File: src/rtl/pacessor_pkg.sv
// rtl/pacessor_pkg.sv - opcodes, FSM states and instruction field widths for pacessor_mc
// Ports: none (package).
package pacessor_pkg;

   localparam int OP_W    = 8;
   localparam int FIELD_W = 8;

   localparam logic [OP_W-1:0] OP_NOP  = 8'h00;
   localparam logic [OP_W-1:0] OP_ADD  = 8'h01;
   localparam logic [OP_W-1:0] OP_SUB  = 8'h02;
   localparam logic [OP_W-1:0] OP_AND  = 8'h03;
   localparam logic [OP_W-1:0] OP_OR   = 8'h04;
   localparam logic [OP_W-1:0] OP_XOR  = 8'h05;
   localparam logic [OP_W-1:0] OP_NOT  = 8'h06;
   localparam logic [OP_W-1:0] OP_SHL  = 8'h07;
   localparam logic [OP_W-1:0] OP_SHR  = 8'h08;
   localparam logic [OP_W-1:0] OP_EQ   = 8'h09;
   localparam logic [OP_W-1:0] OP_MUL  = 8'h0a;
   localparam logic [OP_W-1:0] OP_LOAD = 8'h10;
   localparam logic [OP_W-1:0] OP_DISP = 8'h1f;
   localparam logic [OP_W-1:0] OP_JMP  = 8'h20;
   localparam logic [OP_W-1:0] OP_BEQ  = 8'h21;
   localparam logic [OP_W-1:0] OP_HALT = 8'h3f;

   typedef enum logic [1:0] {
      ST_FETCH = 2'd0,
      ST_EXEC  = 2'd1,
      ST_OUT   = 2'd2,
      ST_HALT  = 2'd3
   } state_t;

endpackage

File: src/rtl/pacessor_regfile.sv
// rtl/pacessor_regfile.sv - NREG x DATA_W register file, two async read ports, one sync write port
// Ports: clk; rst_n async active-low, clears every entry; ra_idx/ra_data and rb_idx/rb_data
//        combinational reads; we/wd_idx/wd_data write on the rising edge of clk.
module pacessor_regfile #(
   parameter int DATA_W = 8,
   parameter int NREG   = 16
) (
   input  logic                    clk,
   input  logic                    rst_n,
   input  logic [$clog2(NREG)-1:0] ra_idx,
   input  logic [$clog2(NREG)-1:0] rb_idx,
   output logic [DATA_W-1:0]       ra_data,
   output logic [DATA_W-1:0]       rb_data,
   input  logic                    we,
   input  logic [$clog2(NREG)-1:0] wd_idx,
   input  logic [DATA_W-1:0]       wd_data
);

   logic [DATA_W-1:0] regs_q [NREG];
   logic [DATA_W-1:0] regs_d [NREG];

   always_comb begin
      regs_d = regs_q;
      if (we) begin
         regs_d[wd_idx] = wd_data;
      end
   end

   always_ff @(posedge clk or negedge rst_n) begin
      if (!rst_n) begin
         regs_q <= '{default: '0};
      end else begin
         regs_q <= regs_d;
      end
   end

   // Reads see the pre-write value, so an instruction whose dest equals a source reads the old value.
   assign ra_data = regs_q[ra_idx];
   assign rb_data = regs_q[rb_idx];

endmodule

File: src/rtl/pacessor_mc.sv
// rtl/pacessor_mc.sv - multi-cycle CPU core: fetch over req/ack, execute, output via valid/ready
// Ports: clk; rst_master_n async active-low; imem_req/imem_addr/imem_ack/imem_rdata instruction
//        port; out_valid/out_ready/out_data display port; halted; illegal_op (sticky).
// Build option: PACESSOR_MUL_EN enables opcode 0a (multiply); otherwise 0a is treated as undefined.
module pacessor_mc #(
   parameter int DATA_W = 8,
   parameter int NREG   = 16,
   parameter int PC_W   = 6
) (
   input  logic              clk,
   input  logic              rst_master_n,
   output logic              imem_req,
   output logic [PC_W-1:0]   imem_addr,
   input  logic              imem_ack,
   input  logic [31:0]       imem_rdata,
   output logic              out_valid,
   input  logic              out_ready,
   output logic [DATA_W-1:0] out_data,
   output logic              halted,
   output logic              illegal_op
);
   import pacessor_pkg::*;

   localparam int IDX_W = $clog2(NREG);

   state_t            state_q, state_d;
   logic [PC_W-1:0]   pc_q, pc_d;
   logic [31:0]       ir_q, ir_d;
   logic              req_q, req_d;
   logic              out_valid_q, out_valid_d;
   logic [DATA_W-1:0] out_data_q, out_data_d;
   logic              halted_q, halted_d;
   logic              illegal_q, illegal_d;

   logic [OP_W-1:0]    f_op;
   logic [FIELD_W-1:0] f_d, f_a, f_b;
   assign {f_op, f_d, f_a, f_b} = ir_q;

   logic [DATA_W-1:0] ra, rb, alu_res;
   logic              alu_we, alu_undef, rf_we;
   logic [31:0]       imm_ext;
   logic [PC_W-1:0]   pc_inc, br_target;

   assign imm_ext   = {24'd0, f_a};
   assign pc_inc    = pc_q + PC_W'(4);
   assign br_target = {f_d[PC_W-1:2], 2'b00};
   assign rf_we     = alu_we && (state_q == ST_EXEC);

   // Only the low index / PC bits of each field are meaningful for a given parameter set.
   logic unused_bits;
   assign unused_bits = ^{f_d, f_b, imm_ext};

   pacessor_regfile #(.DATA_W(DATA_W), .NREG(NREG)) u_regfile (
      .clk     (clk),
      .rst_n   (rst_master_n),
      .ra_idx  (f_a[IDX_W-1:0]),
      .rb_idx  (f_b[IDX_W-1:0]),
      .ra_data (ra),
      .rb_data (rb),
      .we      (rf_we),
      .wd_idx  (f_d[IDX_W-1:0]),
      .wd_data (alu_res)
   );

`ifdef PACESSOR_MUL_EN
   logic [2*DATA_W-1:0] mul_full;
   assign mul_full = {{DATA_W{1'b0}}, ra} * {{DATA_W{1'b0}}, rb};
   logic unused_mul_hi;
   assign unused_mul_hi = ^mul_full[2*DATA_W-1:DATA_W];
`endif

   // Register-writing ALU; shifts by >= DATA_W yield zero by the shift operator's definition.
   always_comb begin
      alu_we    = 1'b0;
      alu_undef = 1'b0;
      alu_res   = '0;
      case (f_op)
         OP_ADD:  begin alu_we = 1'b1; alu_res = ra + rb;  end
         OP_SUB:  begin alu_we = 1'b1; alu_res = ra - rb;  end
         OP_AND:  begin alu_we = 1'b1; alu_res = ra & rb;  end
         OP_OR:   begin alu_we = 1'b1; alu_res = ra | rb;  end
         OP_XOR:  begin alu_we = 1'b1; alu_res = ra ^ rb;  end
         OP_NOT:  begin alu_we = 1'b1; alu_res = ~ra;      end
         OP_SHL:  begin alu_we = 1'b1; alu_res = ra << rb; end
         OP_SHR:  begin alu_we = 1'b1; alu_res = ra >> rb; end
         OP_EQ:   begin alu_we = 1'b1; alu_res = DATA_W'(ra == rb); end
         OP_LOAD: begin alu_we = 1'b1; alu_res = imm_ext[DATA_W-1:0]; end
`ifdef PACESSOR_MUL_EN
         OP_MUL:  begin alu_we = 1'b1; alu_res = mul_full[DATA_W-1:0]; end
`endif
         OP_NOP, OP_DISP, OP_JMP, OP_BEQ, OP_HALT: ;
         default: alu_undef = 1'b1;
      endcase
   end

   always_comb begin
      state_d     = state_q;
      pc_d        = pc_q;
      ir_d        = ir_q;
      req_d       = req_q;
      out_valid_d = out_valid_q;
      out_data_d  = out_data_q;
      halted_d    = halted_q;
      illegal_d   = illegal_q;
      case (state_q)
         ST_FETCH: begin
            // An ack only counts while our request is actually out.
            if (req_q && imem_ack) begin
               ir_d    = imem_rdata;
               req_d   = 1'b0;
               state_d = ST_EXEC;
            end else begin
               req_d = 1'b1;
            end
         end
         ST_EXEC: begin
            pc_d      = pc_inc;
            illegal_d = illegal_q | alu_undef;
            case (f_op)
               OP_JMP: begin pc_d = br_target; state_d = ST_FETCH; req_d = 1'b1; end
               OP_BEQ: begin
                  if (ra == rb) pc_d = br_target;
                  state_d = ST_FETCH;
                  req_d   = 1'b1;
               end
               OP_DISP: begin out_valid_d = 1'b1; out_data_d = ra; state_d = ST_OUT; end
               OP_HALT: begin halted_d = 1'b1; state_d = ST_HALT; end
               default: begin state_d = ST_FETCH; req_d = 1'b1; end
            endcase
         end
         ST_OUT: begin
            if (out_ready) begin
               out_valid_d = 1'b0;
               state_d     = ST_FETCH;
               req_d       = 1'b1;
            end
         end
         ST_HALT: ;
         default: state_d = ST_FETCH;
      endcase
   end

   always_ff @(posedge clk or negedge rst_master_n) begin
      if (!rst_master_n) begin
         state_q     <= ST_FETCH;
         pc_q        <= '0;
         ir_q        <= '0;
         req_q       <= 1'b0;
         out_valid_q <= 1'b0;
         out_data_q  <= '0;
         halted_q    <= 1'b0;
         illegal_q   <= 1'b0;
      end else begin
         state_q     <= state_d;
         pc_q        <= pc_d;
         ir_q        <= ir_d;
         req_q       <= req_d;
         out_valid_q <= out_valid_d;
         out_data_q  <= out_data_d;
         halted_q    <= halted_d;
         illegal_q   <= illegal_d;
      end
   end

   assign imem_req   = req_q;
   assign imem_addr  = pc_q;
   assign out_valid  = out_valid_q;
   assign out_data   = out_data_q;
   assign halted     = halted_q;
   assign illegal_op = illegal_q;

endmodule

File: config.mk
export PLATFORM = sky130hd
export DESIGN_NAME = pacessor_mc
export DESIGN_NICKNAME = d
export VERILOG_FILES = /design/src/rtl/pacessor_pkg.sv /design/src/rtl/pacessor_regfile.sv /design/src/rtl/pacessor_mc.sv
export SDC_FILE = /design/constraint.sdc
export NUM_CORES = 1
export LEC_CHECK = 0
export CAP_MARGIN = 5
export CORE_MARGIN = 2
export CORE_UTILIZATION = 61
export DETAILED_ROUTE_END_ITERATION = 10
export GPL_TIMING_DRIVEN = 0
export PLACE_DENSITY_LB_ADDON = 0.08
export SETUP_SLACK_MARGIN = 0.02
export SYNTH_ARGS = -nofsm -noshare
export SYNTH_HDL_FRONTEND = slang
export SYNTH_HIERARCHICAL = 1
export SYNTH_SLANG_ARGS = --single-unit
File: constraint.sdc
create_clock -name clk -period 5.6 [get_ports clk]
set_clock_uncertainty 0.05 [all_clocks]
set_input_delay 1.12 -clock clk [delete_from_list [all_inputs] [get_ports clk]]
set_output_delay 1.12 -clock clk [all_outputs]
set_load 0.1 [all_outputs]
== Word-level counts from Yosys, hierarchy flattened ==
Index checks and enable logic that the tools add are counted.

* $add $sub $neg: 3
* $lt $le $gt $ge: 4
* Equality and inequality tests: 21
* Shift-type cells: 2
* Mux-type cells: 25
* Bitwise logic cells: 8
* Reductions and logical operators: 16

{| class="wikitable"
|+ Operators by type and width
! kind !! count
|-
| 128-bit bitwise mux || 1
|-
| 8-bit one-hot mux with 10 select lines || 1
|-
| 8-bit binary-select mux with 4-bit select || 2
|-
| 8-bit two-way mux || 5
|-
| 8-bit demux with 4-bit select || 1
|-
| 8-bit by 3-bit == test with 1-bit output, second input constant || 4
|-
| 8-bit by 6-bit == test with 1-bit output, second input constant || 3
|-
| 8-bit by 2-bit == test with 1-bit output, second input constant || 2
|-
| 8-bit by 4-bit == test with 1-bit output, second input constant || 2
|-
| 8-bit by 5-bit == test with 1-bit output, second input constant || 2
|-
| 5-bit greater-or-equal comparator, second input constant || 3
|-
| 4-bit inverter with 5-bit output || 3
|-
| 15-bit OR reduction || 1
|-
| 6-bit one-hot mux with 2 select lines || 1
|-
| 10-bit OR reduction || 1
|-
| 3-bit AND reduction || 3
|-
| 8-bit adder || 1
|-
| 8-bit bitwise AND || 1
|-
| 8-bit by 1-bit == test with 1-bit output, second input constant || 1
|-
| 8-bit == test || 1
|-
| 8-bit logical NOT || 1
|-
| 8-bit inverter || 1
|-
| 8-bit bitwise OR || 1
|-
| 8-bit by 8-bit left shift with 8-bit output || 1
|-
| other kinds (23) || 36
|}

* Flip-flop bits (word level): 180
* Output and inout port bits: 18
* Logic and storage cells: 103

== Logic depth before layout (Yosys ltp) ==
* Depth after elaboration: 7
* Mapped depth: 17
* Mapped depth without buffers: 14

== Cells and area by module ==
The synthesis kept the hierarchy.

{| class="wikitable"
|+ Modules (own cells, without submodules)
! module !! times used !! cells an instance !! area each (um^2) !! seq. area each (um^2)
|-
| pacessor_regfile || 1 || 435 || 6851.6 || 3203.1
|-
| pacessor_mc || 1 || 414 || 3706.1 || 1101.1
|}

== Worst setup path before layout ==
No wires, ideal clock.

* Path type: reg-to-reg
* Start: reg ir_q[0]
* End: reg u_regfile/regs_q[79] in the netlist's numbering
* Setup time: 0.065 ns
* Data arrival time: 4.334 ns
* Data required time: 5.485 ns
* Setup slack: 1.151 ns
* Stages on the path, launching flop included: 18
* Buffers on the path: 5
* Period minus slack after synthesis: 4.449 ns
* Cells stage by stage: dfrtp_1 buf_2 buf_2 mux4_2 a22oi_1 nand2_1 clkbuf_1 buf_2 inv_1 ha_1 a21oi_1 nor2_1 a2111oi_0 a21oi_1 xnor2_1 o221ai_1 clkbuf_1 mux2_2

* Word-level cells in the longest chain between the ends: 7

{| class="wikitable"
|+ Ends and longest elaborated chain
! element !! line !! source
|-
| start: declaration || pacessor_mc.sv:28 || <nowiki>logic [31:0] ir_q, ir_d;</nowiki>
|-
| start signal: assignment || pacessor_mc.sv:156 || <nowiki>ir_q <= ir_d;</nowiki>
|-
| 4-bit inverter with 5-bit output (not written as such) * || pacessor_regfile.sv:39 || <nowiki>assign rb_data = regs_q[rb_idx];</nowiki>
|-
| 8-bit binary-select mux with 4-bit select * || pacessor_regfile.sv:39 ||
|-
| 8-bit two-way mux (not written as such) * (2 in series) || pacessor_regfile.sv:39 ||
|-
| named net rb[1] || pacessor_mc.sv:39 || <nowiki>logic [DATA_W-1:0] ra, rb, alu_res;</nowiki>
|-
| 8-bit subtractor (tied with other cells) || pacessor_mc.sv:79 || <nowiki>OP_SUB: begin alu_we = 1'b1; alu_res = ra - rb; end</nowiki>
|-
| 8-bit one-hot mux with 10 select lines * || pacessor_mc.sv:77 || <nowiki>case (f_op)</nowiki>
|-
| named net alu_res[7] || pacessor_mc.sv:39 ||
|-
| 128-bit bitwise mux * || pacessor_regfile.sv:25 || <nowiki>regs_d[wd_idx] = wd_data;</nowiki>
|-
| end signal: assignment || pacessor_regfile.sv:33 || <nowiki>regs_q <= regs_d;</nowiki>
|-
| end: declaration || pacessor_regfile.sv:19 || <nowiki>logic [DATA_W-1:0] regs_q [NREG];</nowiki>
|}

The timed path passes the listed nets; every way through them passes the cells marked *. The select of a mux whose other input is x is not followed.
A chain may end at the register's enable or synchronous reset.

== Final worst setup path ==
* Start: reg ir_q[9]
* End: reg u_regfile/regs_q[125] in the netlist's numbering

* Word-level cells in the longest chain between the ends: 7

{| class="wikitable"
|+ Ends and longest elaborated chain
! element !! line !! source
|-
| 4-bit inverter with 5-bit output (not written as such) * || pacessor_regfile.sv:38 || <nowiki>assign ra_data = regs_q[ra_idx];</nowiki>
|-
| 8-bit binary-select mux with 4-bit select * || pacessor_regfile.sv:38 ||
|-
| 8-bit two-way mux (not written as such) * (2 in series) || pacessor_regfile.sv:38 ||
|-
| named net ra[4] || pacessor_mc.sv:39 ||
|-
| 8-bit subtractor (tied with other cells) || pacessor_mc.sv:79 ||
|-
| 8-bit one-hot mux with 10 select lines * || pacessor_mc.sv:77 ||
|-
| named net alu_res[5] || pacessor_mc.sv:39 ||
|-
| 128-bit bitwise mux * || pacessor_regfile.sv:25 ||
|}

Marked as above.

==> results.md <==
- Run status: complete, no violations
- Post_cts resized: 10
- Final #Nets: 983
- Average wire length per cell after detail routing: 26.4 um
- Crit path cell chain: clkbuf_1, mux4_2, a22oi_1, nand2_1, inv_1, ha_1, clkbuf_1, nor3_1, a21oi_1, o21ai_0, a22o_1, o21ai_0, o2111ai_2, clkbuf_1, mux2_4
- Period utilization: 0.965
- Overall Global Routing Usage: 0.353
- TritonCTS clock tree: built
- Ys async rst share: 1.00
- Top library cells by usage in the layout, fill and taps aside: dfrtp_1, mux2_2, mux4_2
- Clock Sink Count: 172
- Data arrival at the endpoint of the critical path: 5.67 ns
- Total chip power: 4.29 mW
- Number of port buffers: 45
- Power spent charging and discharging nets: 1.73 mW
- Synthesis-to-layout area growth: 13.3%
- Antenna-violating nets left: 0
- Number of placement rows: 48
- Via count of the first global-routing pass: 8143
- Initial Utilization: 0.617
- Most numerous cell on the critical path: clkbuf_1
- Fraction of power consumed by sequential logic: 0.358
- # IOs: 54
- Slowest cell delay on critical path: 0.65 ns
- Measured slew at the worst slew-check pin: 1.13 ns
- Combined area of all synthesized cells: 10600 um^2
- Sequential-to-total area share from yosys stat: 0.408
- First-pass GRT wire length: 47600 um
- Maximum number of pins on one net before global-route repair: 118
- Initial DRC count: 790
- Bufs and invs on worst path: 4
- Number of hold buffers added after cts: 0
- Number of antenna diodes: 0
- Clock Tree Buf Depth: 2
- Net Sw Frac: 0.403
- Avg Vias per Cell: 6.90
- Yosys synthesis warning count: 6
- Most common cell after layout, fill and taps aside: dfrtp_1
- Leakage: 5.19 nW
- Final setup fails: 0
- Post-Synthesis Mean Instance Area: 12.4 um^2
- Vert. Die Dim: 136 um
- Flip-flop and latch count after synthesis: 172
- Number of instances in the synthesized netlist: 849
- Number of enable flip-flop cells after synthesis: 0
- Initial antenna violation count: 0
- Top flip-flop cell by instance count after synthesis: dfrtp_1
- Min cycle time layout: 5.40 ns
- Final hold violation count: 0
- Grt total ovfl: 0
- Number of max-cap violations: 0
- First-pass DRT Iterations: 5
- Kind of launch point of the worst setup path: flop
- Core area: 17100 um^2
- CTS H-tree lvls: 4
- Max IR drop VDD: 0.297 mV
- Worst min-delay path category: reg -> reg
- Final count of pins violating max slew: 0
- Relative slew margins: 0.242
- Die Width: 136 um
- Final setup TNS: 0 ns
- Internal power contribution: 2.56 mW
- Worst path slowest cell: clkbuf_1
- Placement Cell Area: 11300 um^2
- Fraction of power consumed by the clock network: 0.271
- Cell chosen for the clock root: clkbuf_16
- Post-CTS setup repair buffer count: 0
- Worst-skew pair later-pin latency: 0.44 ns
- Full die area: 18400 um^2
- Worst setup path category: reg -> reg
- P per Cell Area: 358 nW/um^2
- Number of remaining DRC errors: 0
- Maximum operating frequency: 185 MHz
- Synth cell types: 64
- Detailed-route wire length: 30500 um
- Total CTS buffers: 17
- Via total after detailed routing: 7958
- DPL Wire Length: 21200 um
- Unrepaired setup endpoints after global routing: no
- Register clock-pin slew on the reported worst setup and hold paths: 0.07 ns
- Largest delay share family, worst path: buffers and inverters
- Fraction of power consumed by combinational cells: 0.370
- Fraction of final layout cells sized beyond drive strength 1: 0.338
- Critical path endpoint category: flop
- Final standard cell utilization of the core: 0.699
- RD Place Congestion: 0.959
- Total non-filler cell area in the finished layout: 12000 um^2
- Critical path data required time: 5.87 ns
- Peak fanout along the critical path: 12
cell type report:
type | count | area [um^2]
fill | 1233 | 5150
tap | 225 | 282
sequential | 172 | 4300
clock buffer | 18 | 439
inverter | 28 | 105
multi-input combinational | 591 | 5920
clock inverter | 14 | 144
buffer | 59 | 279
timing repair buffer | 47 | 488
power groups by stage:
stage,clock [mW],combinational (mW),sequential [mW]
2_1_floorplan,0,1.00,1.63
3_3_place_gp,0,1.54,1.54
3_5_place_dp,0,1.56,1.55
4_1_cts,1.18,1.57,1.53
5_1_grt,1.23,1.68,1.56
6_report,1.16,1.59,1.54
state kept, by name (all words and copies together), names as in the netlist:
name              count
u_regfile/regs_q    128
ir_q                 26
out_data              8
imem_addr             4
state_q               2
halted                1
illegal_op            1
imem_req              1
out_valid             1
cells by family after synthesis:
| family | Yosys count | synth area share |
|---|---|---|
| muxes | 237 | 0.332 |
| DFF | 172 | 0.408 |
| and+or+nand+nor | 168 | 0.0890 |
| AOI/OAI and AO/OA | 147 | 0.0929 |
| buffers and inverters | 87 | 0.0353 |
| adders and majority gates | 31 | 0.0382 |
| xor gates and xnor gates | 6 | 0.00498 |
| other | 1 | 0.000355 |
metal layers:
layer	share of wire	global-route usage	vias up
met5	0	0	-
met2	0.49	0.565	434
met4	0.041	0.160	0
met1	0.39	0.474	4083
li1	-	-	3362
met3	0.077	0.0647	79
per-stage QoR:
step                      cells  worst slack, ns  hold WS, ns
after global placement     1120            -3.33        0.399
after floorplan             850             1.15        0.424
final                      1154            0.196        0.424
after global routing       1154           0.0410        0.449
after detailed placement   1122           -0.757        0.405
after CTS                  1154           0.0986        0.427
Yosys cell counts, drive strengths merged, types with 23 or more instances:
library cell	instances	area [um^2]
buf	23	133
inv	28	105
a22oi	37	278
clkbuf	36	135
nor2	39	161
mux4	72	1620
mux2	158	1810
o21ai	31	155
ha	29	363
dfrtp	172	4300
nand2	46	173
a21oi	29	145
path summary, 6_finish.rpt:
| path | startpoint | end | slack, ns | depth (start not counted) |
|---|---|---|---|---|
| max in group asynchronous | rst_master_n | u_regfile/regs_q[30] | 3.99 | 2 |
| min reg2reg | halted | halted | 0.42 | 1 |
| max | ir_q[9] | u_regfile/regs_q[125] | 0.20 | 15 |
| max reg2reg | ir_q[9] | u_regfile/regs_q[125] | 0.20 | 15 |
| min in group asynchronous | rst_master_n | imem_req | 0.55 | 1 |
| min | halted | halted | 0.42 | 1 |
No activity file was read; power rests on OpenSTA's default activity.
